### config.mk
export PLATFORM = sky130hd
export DESIGN_NAME = alu_instruction_sequencer
export DESIGN_NICKNAME = d
export VERILOG_FILES = /design/src/rtl/alu_seq_pkg.sv /design/src/rtl/alu_instruction_sequencer_program_counter.sv /design/src/rtl/alu_instruction_sequencer.sv
export SDC_FILE = /design/constraint.sdc
export NUM_CORES = 1
export LEC_CHECK = 0
export CELL_PAD_IN_SITES_DETAIL_PLACEMENT = 0
export CELL_PAD_IN_SITES_GLOBAL_PLACEMENT = 1
export CORE_UTILIZATION = 30
export CTS_CLUSTER_SIZE = 28
export DETAILED_ROUTE_END_ITERATION = 12
export PLACE_DENSITY_LB_ADDON = 0.1
export SYNTH_ARGS = -nofsm -noshare
export SYNTH_HDL_FRONTEND = slang
export SYNTH_SLANG_ARGS = --single-unit
### constraint.sdc
create_clock -name clk -period 2.7 [get_ports clk]
set_input_delay 0.81 -clock clk [delete_from_list [all_inputs] [get_ports clk]]
set_output_delay 0.81 -clock clk [all_outputs]
set_load 0.02 [all_outputs]
### src/rtl/alu_seq_pkg.sv
// alu_seq_pkg
// Shared constants for the ALU instruction sequencer:
//   - FSM state encoding (3-bit): FETCH, EXEC, MEM, STK, HALT
//   - decoder load-source encodings: LOAD_NONE, LOAD_REG, LOAD_MEM
//   - default reset value of the program counter
//   - needs_mem(): whether an instruction has a memory phase
package alu_seq_pkg;

  localparam logic [2:0] FETCH = 3'd0;
  localparam logic [2:0] EXEC  = 3'd1;
  localparam logic [2:0] MEM   = 3'd2;
  localparam logic [2:0] STK   = 3'd3;
  localparam logic [2:0] HALT  = 3'd4;

  localparam logic [1:0] LOAD_NONE = 2'b00;
  localparam logic [1:0] LOAD_REG  = 2'b01;
  localparam logic [1:0] LOAD_MEM  = 2'b10;

  localparam int unsigned RESET_PC_DEFAULT = 0;

  // A store to memory or a load from memory both go through the MEM phase.
  function automatic logic needs_mem(input logic store_mem, input logic [1:0] load_src);
    return store_mem || (load_src == LOAD_MEM);
  endfunction

endpackage

### src/rtl/alu_instruction_sequencer_program_counter.sv
// program_counter
// Holds the program counter for the ALU instruction sequencer.
// Ports:
//   clk, rst   : clock, synchronous active-high reset (loads RESET_PC)
//   load_i     : update pc this edge (instruction retire)
//   jump_i     : 1 = take target_i, 0 = increment (wraps modulo 2^PC_WIDTH)
//   target_i   : jump target
//   pc_o       : current program counter
module program_counter
  import alu_seq_pkg::*;
#(
  parameter int                  PC_WIDTH = 16,
  parameter logic [PC_WIDTH-1:0] RESET_PC = PC_WIDTH'(RESET_PC_DEFAULT)
) (
  input  logic                clk,
  input  logic                rst,
  input  logic                load_i,
  input  logic                jump_i,
  input  logic [PC_WIDTH-1:0] target_i,
  output logic [PC_WIDTH-1:0] pc_o
);

  logic [PC_WIDTH-1:0] pc_q;
  logic [PC_WIDTH-1:0] pc_d;

  // Increment naturally wraps at the register width.
  assign pc_d = jump_i ? target_i : (pc_q + PC_WIDTH'(1));

  always_ff @(posedge clk) begin
    if (rst) begin
      pc_q <= RESET_PC;
    end else if (load_i) begin
      pc_q <= pc_d;
    end
  end

  assign pc_o = pc_q;

endmodule

### src/rtl/alu_instruction_sequencer.sv
// alu_instruction_sequencer
// Multi-cycle fetch/execute controller in front of the ALU instruction
// decoder. Fetches 16-bit instructions, holds them in the instruction
// register, and sequences register writeback plus memory / stack accesses.
//
// Ports:
//   clk, rst                : clock, synchronous active-high reset
//   imem_req/addr/ack/data  : instruction fetch port
//   instr                   : instruction register, drives the decoder
//   dec_pc_inc, dec_load_src, dec_store_mem, dec_store_stk : decoder controls
//   alu_result              : ALU output, used as jump target
//   reg_we                  : register-file write strobe (one cycle)
//   mem_req/mem_ack         : memory access port
//   stk_req/stk_ack         : stack push port
//   halt_req / halted       : pause after retire / in HALT
//   dbg_state               : current FSM state (alu_seq_pkg encoding)
//   pc                      : program counter
// Optional build macro ALU_SEQ_ERROR_HALT_EN adds:
//   alu_error (in)          : decoder error; in EXEC it aborts the instruction
//   err_halt  (out)         : sticky, set on an error halt, cleared only by rst
//
// Handshakes: every *_req is a level held high from the first request cycle
// through the cycle its *_ack is seen high; the transfer completes in that
// ack cycle and the request drops on the following cycle. Acks outside a
// request are ignored. Requests are mutually exclusive because each is owned
// by exactly one FSM state.
module alu_instruction_sequencer
  import alu_seq_pkg::*;
#(
  parameter int                  PC_WIDTH = 16,
  parameter logic [PC_WIDTH-1:0] RESET_PC = PC_WIDTH'(RESET_PC_DEFAULT)
) (
  input  logic                clk,
  input  logic                rst,
  output logic                imem_req,
  output logic [PC_WIDTH-1:0] imem_addr,
  input  logic                imem_ack,
  input  logic [15:0]         imem_data,
  output logic [15:0]         instr,
  input  logic                dec_pc_inc,
  input  logic [1:0]          dec_load_src,
  input  logic                dec_store_mem,
  input  logic                dec_store_stk,
  input  logic [15:0]         alu_result,
  output logic                reg_we,
  output logic                mem_req,
  input  logic                mem_ack,
  output logic                stk_req,
  input  logic                stk_ack,
  input  logic                halt_req,
  output logic                halted,
  output logic [2:0]          dbg_state,
  output logic [PC_WIDTH-1:0] pc
`ifdef ALU_SEQ_ERROR_HALT_EN
  ,
  input  logic                alu_error,
  output logic                err_halt
`endif
);

  logic [2:0]  state_q, state_d;
  logic [15:0] instr_q, instr_d;
  logic        retire;
  logic        reg_we_c;
  logic        exec_err;
  logic        err_hold;

`ifdef ALU_SEQ_ERROR_HALT_EN
  logic err_halt_q, err_halt_d;

  assign exec_err   = (state_q == EXEC) && alu_error;
  assign err_halt_d = err_halt_q || exec_err;
  assign err_hold   = err_halt_q;

  always_ff @(posedge clk) begin
    if (rst) begin
      err_halt_q <= 1'b0;
    end else begin
      err_halt_q <= err_halt_d;
    end
  end

  assign err_halt = err_halt_q;
`else
  assign exec_err = 1'b0;
  assign err_hold = 1'b0;
`endif

  always_comb begin
    state_d  = state_q;
    instr_d  = instr_q;
    retire   = 1'b0;
    reg_we_c = 1'b0;
    case (state_q)
      FETCH: begin
        if (imem_ack) begin
          instr_d = imem_data;
          state_d = EXEC;
        end
      end
      EXEC: begin
        if (exec_err) begin
          // Aborted instruction: no writeback, no accesses, pc not loaded.
          state_d = HALT;
        end else begin
          reg_we_c = (dec_load_src == LOAD_REG);
          if (needs_mem(dec_store_mem, dec_load_src)) begin
            state_d = MEM;
          end else if (dec_store_stk) begin
            state_d = STK;
          end else begin
            retire = 1'b1;
          end
        end
      end
      MEM: begin
        if (mem_ack) begin
          // A store takes precedence over a memory load: no writeback then.
          reg_we_c = (dec_load_src == LOAD_MEM) && !dec_store_mem;
          if (dec_store_stk) begin
            state_d = STK;
          end else begin
            retire = 1'b1;
          end
        end
      end
      STK: begin
        if (stk_ack) begin
          retire = 1'b1;
        end
      end
      HALT: begin
        // An error halt is left only through reset.
        if (!err_hold && !halt_req) begin
          state_d = FETCH;
        end
      end
      default: state_d = FETCH;
    endcase
    if (retire) begin
      state_d = halt_req ? HALT : FETCH;
    end
  end

  always_ff @(posedge clk) begin
    if (rst) begin
      state_q <= FETCH;
      instr_q <= 16'h0000;
    end else begin
      state_q <= state_d;
      instr_q <= instr_d;
    end
  end

  program_counter #(
    .PC_WIDTH (PC_WIDTH),
    .RESET_PC (RESET_PC)
  ) u_pc (
    .clk      (clk),
    .rst      (rst),
    .load_i   (retire),
    .jump_i   (!dec_pc_inc),
    .target_i (alu_result[PC_WIDTH-1:0]),
    .pc_o     (pc)
  );

  // Strobes are masked by rst so an in-flight request drops at once.
  assign imem_req  = !rst && (state_q == FETCH);
  assign mem_req   = !rst && (state_q == MEM);
  assign stk_req   = !rst && (state_q == STK);
  assign halted    = !rst && (state_q == HALT);
  assign reg_we    = !rst && reg_we_c;
  assign imem_addr = pc;
  assign instr     = instr_q;
  assign dbg_state = state_q;

endmodule

==> reports/qor.csv <==
stage;metric;value;unit
status;outcome;complete, but fails checks;
status;violations;DRC;
drt;dr_total_vias;2336;
worst_setup_path;rr_endpoint;u_pc.pc_o[10];
yosys;synth.distinct_cells;43;
global_routing;groute.usage.overall;18.6;%
clocking;worst_setup_hold_path_clk_slew;70;ps
drt;drt-initial-drc-count;113;
cells_and_area;post-route-cell-area;3190;sq um
worst_setup_path;r2r-start;dbg_state[0];
hold_path;hp-class;reg -> reg;
sta;finalMaxSlewViolations;0;
hold_path;hold_start;instr[11];
clocking;cts_tree;yes;
cells_and_area;layout-drive-gt1-share;11.0;%
sta;timing.clock.skew;5.26;ps
floorplan;fp.dieArea;7120;sq um
drt;routed_via_density;5.30;
yosys;syn-num-nets;312;
sta;sum_neg_setup_slack;0;ps
sta;finalHoldViolCount;0;
worst_setup_path;worst_setup_path_startpoint;dec_load_src[1];
yosys;synth.yosys.warnings;0;
cells_and_area;n_fill_cell;683;
clocking;hold_fix_buffer_count_after_cts;0;
floorplan;die_w;84.4;microns
yosys;synth-seq-area-share;34.4;%
yosys;synth_edf_count;0;
power_and_ir_drop;peakVddDrop;0.000193;V
yosys;synth.ff_latch_count;35;
hold_path;worst_hold_path.num_cells;2;
clocking;clk-insertion-delay-late;290;ps
place;place.detailed.hpwl;4730;microns
clocking;cts_inserted_buffers;5;
yosys;mappedNetlistArea;2040;sq um
cells_and_area;insertedDiodeCount;0;
sta;layout_worst_path_cycle_share;96.7;%
sta;setup_repair_after_global_routing_missed_its_margin;no;
hold_path;hold_end;instr[11];
place;finalWeightedCongestion;0.778;
worst_setup_path;critPathArrivalTime;1800;ps
power_and_ir_drop;cell_pwr_density;436;nW/um^2
worst_setup_path;timing_worst_setup_path_type;in -> out;
power_and_ir_drop;power.static_leakage;1.17;nW
worst_setup_path;worst-path-max-fanout;2;
drt;drc_markers;7;
floorplan;die_height;84.4;microns
clocking;cts_htree_levels;2;
drt;detailedRoute.firstPassIterationCount;8;
cells_and_area;post-route-util;49.4;%
worst_setup_path;worstRegToRegCells;6;
clocking;clock_tree.buffer_depth;2;
yosys;synthArstFlopShare;0;%
yosys;yosys_most_used_dff;dfxtp_1;
clocking;postCtsSetupBuffers;0;
drt;antenna_violating_nets_post_route;0;
sta;final-setup-viol-count;0;
global_routing;via_count_of_the_first_global_routing_pass;2128;
global_routing;total_congestion_overflow;0;
floorplan;floorplan.initialDensity;31.5;%
global_routing;pin_count_of_the_biggest_net_entering_global_routing;29;
drt;postRouteWirelength;6630;microns
job;cap_violations;0;
yosys;synth_cells;268;
drt;avgRoutedWirePerCell;15.0;microns
worst_setup_path;reg2reg_slack;810;ps
sta;max_freq;383;MHz
global_routing;antenna_found_initial;0;
global_routing;wire_length_of_the_first_global_routing_pass;10600;microns
place;port-buffer-count;98;
worst_setup_path;critical_path_required;1890;ps
sta;final.min_clock_period;2610;ps
place;post_dp_cell_area;3110;sq um
sta;worst_slew_margin_rel;61.4;%
floorplan;rows;29;
floorplan;design.core.area;6460;sq um
clocking;root_buffer;clkbuf_8;
floorplan;io-pin-count;99;
cells_and_area;design.final.nets;407;
cells_and_area;area_delta_synth_final;56.7;%
clocking;clock-sinks;35;
worst_setup_path;startpoint_class_of_the_critical_path;input port;
sta;worst_slew_pin_slew;579;ps
worst_setup_path;end_kind;output port;
yosys;avgSynthCellArea;7.60;sq um
-- per-layer routing --
| metal | track usage [%] | vias up | wire [microns] |
|---|---|---|---|
| li1 | - | 1149 | - |
| met1 | 24.2 | 1110 | 3060 |
| met2 | 31.9 | 71 | 3110 |
| met3 | 3.83 | 6 | 400 |
| met4 | 4.16 | 0 | 61 |
| met5 | 0 | - | 0 |
-- final cells by class --
| type | instances | area [sq um] | area share [%] |
|---|---|---|---|
| Inverter | 10 | 37.5 | 1.18 |
| Multi-Input combinational cell | 189 | 1120 | 35.1 |
| Sequential cell | 35 | 701 | 22.0 |
| Clock buffer | 5 | 68.8 | 2.16 |
| Clock inverter | 3 | 20.0 | 0.628 |
| Timing Repair Buffer | 122 | 1150 | 35.9 |
| Tap cell | 77 | 96.3 | 3.02 |
-- synthesized netlist by cell type, types with 2 or more instances --
| master | instances | area [sq um] |
|---|---|---|
| a21oi_1 | 25 | 125 |
| a22oi_1 | 6 | 45.0 |
| a2bb2oi_1 | 8 | 70.1 |
| a31oi_1 | 3 | 18.8 |
| a32o_1 | 4 | 40.0 |
| and3_1 | 5 | 31.3 |
| buf_1 | 2 | 7.51 |
| buf_2 | 2 | 10.0 |
| buf_4 | 16 | 120 |
| clkbuf_1 | 14 | 52.6 |
| dfxtp_1 | 35 | 701 |
| inv_1 | 9 | 33.8 |
| mux2i_1 | 2 | 20.0 |
| nand2_1 | 54 | 203 |
| nand2b_1 | 4 | 25.0 |
| nand3_1 | 4 | 20.0 |
| nand3b_1 | 2 | 15.0 |
| nand4_1 | 6 | 37.5 |
| nor2_1 | 9 | 33.8 |
| nor2b_1 | 4 | 25.0 |
| nor3_1 | 10 | 50.1 |
| nor4_1 | 7 | 43.8 |
| o21ai_0 | 6 | 30.0 |
| o22ai_1 | 4 | 25.0 |
| o32ai_1 | 9 | 78.8 |
-- stage by stage --
stage | instances | setup WS [ps] | total power, mW | hold slack [ps]
after floorplan | 268 | 46.8 | 0.810 | 535
after global placement | 433 | -605 | 1.02 | 442
after detailed placement | 433 | -635 | 1.03 | 446
after CTS | 441 | 28.5 | 1.41 | 456
after global routing | 441 | 35.7 | 1.47 | 487
final | 441 | 89.4 | 1.39 | 456
-- cells in the final DEF (no fill, tap or decap), types with 7 or more instances in the layout --
cell type	Yosys	routed
a21oi_1	25	25
a2bb2oi_1	8	8
buf_4	16	24
clkdlybuf4s50_1	0	88
dfxtp_1	35	35
dlygate4sd2_1	0	8
inv_1	9	9
nand2_1	54	54
nor2_1	9	9
nor3_1	10	9
nor4_1	7	7
o32ai_1	9	9
-- worst max-delay path by stage --
stage              end  slack [ps]
2_1_floorplan  mem_req          50
3_3_place_gp    reg_we        -600
3_5_place_dp    reg_we        -630
4_1_cts         reg_we          30
5_1_grt        stk_req          40
6_report        reg_we          90
-- logic make-up (layout without fill, tap and decap cells) --
family                     count (synthesis)  after routing  synth area share (%)
adders and majority gates                  1              1                 0.615
muxes                                      2              2                 0.983
and+or+nand+nor                          111            111                  26.3
buffers and inverters                     44            140                  11.2
DFF                                       35             35                  34.4
AOI/OAI and AO/OA                         75             75                  26.5
-- critical path, cell delays in order --
cell and delay, ps:
dlygate4sd2_1 260, nand2b_4 60, o41a_1 360, nor3_1 120, buf_2 190
-- report_power, final --
part / internal, mW / leakage, nW / switching [mW]
clock: 0.180 / 0.0402 / 0.205
sequential: 0.551 / 0.285 / 0.0291
combinational: 0.210 / 0.848 / 0.218
total: 0.940 / 1.17 / 0.451
-- registers in the layout, indices dropped and copies added, names as in the netlist --
signal	flops
dbg_state	3
instr	16
u_pc.pc_o	16
-- what timing repair did --
action                     CTS  global route
pin swaps                    2             1
setup endpoints to repair    5             1
gates resized for setup     16             0
(Power assumes the default switching activity.)
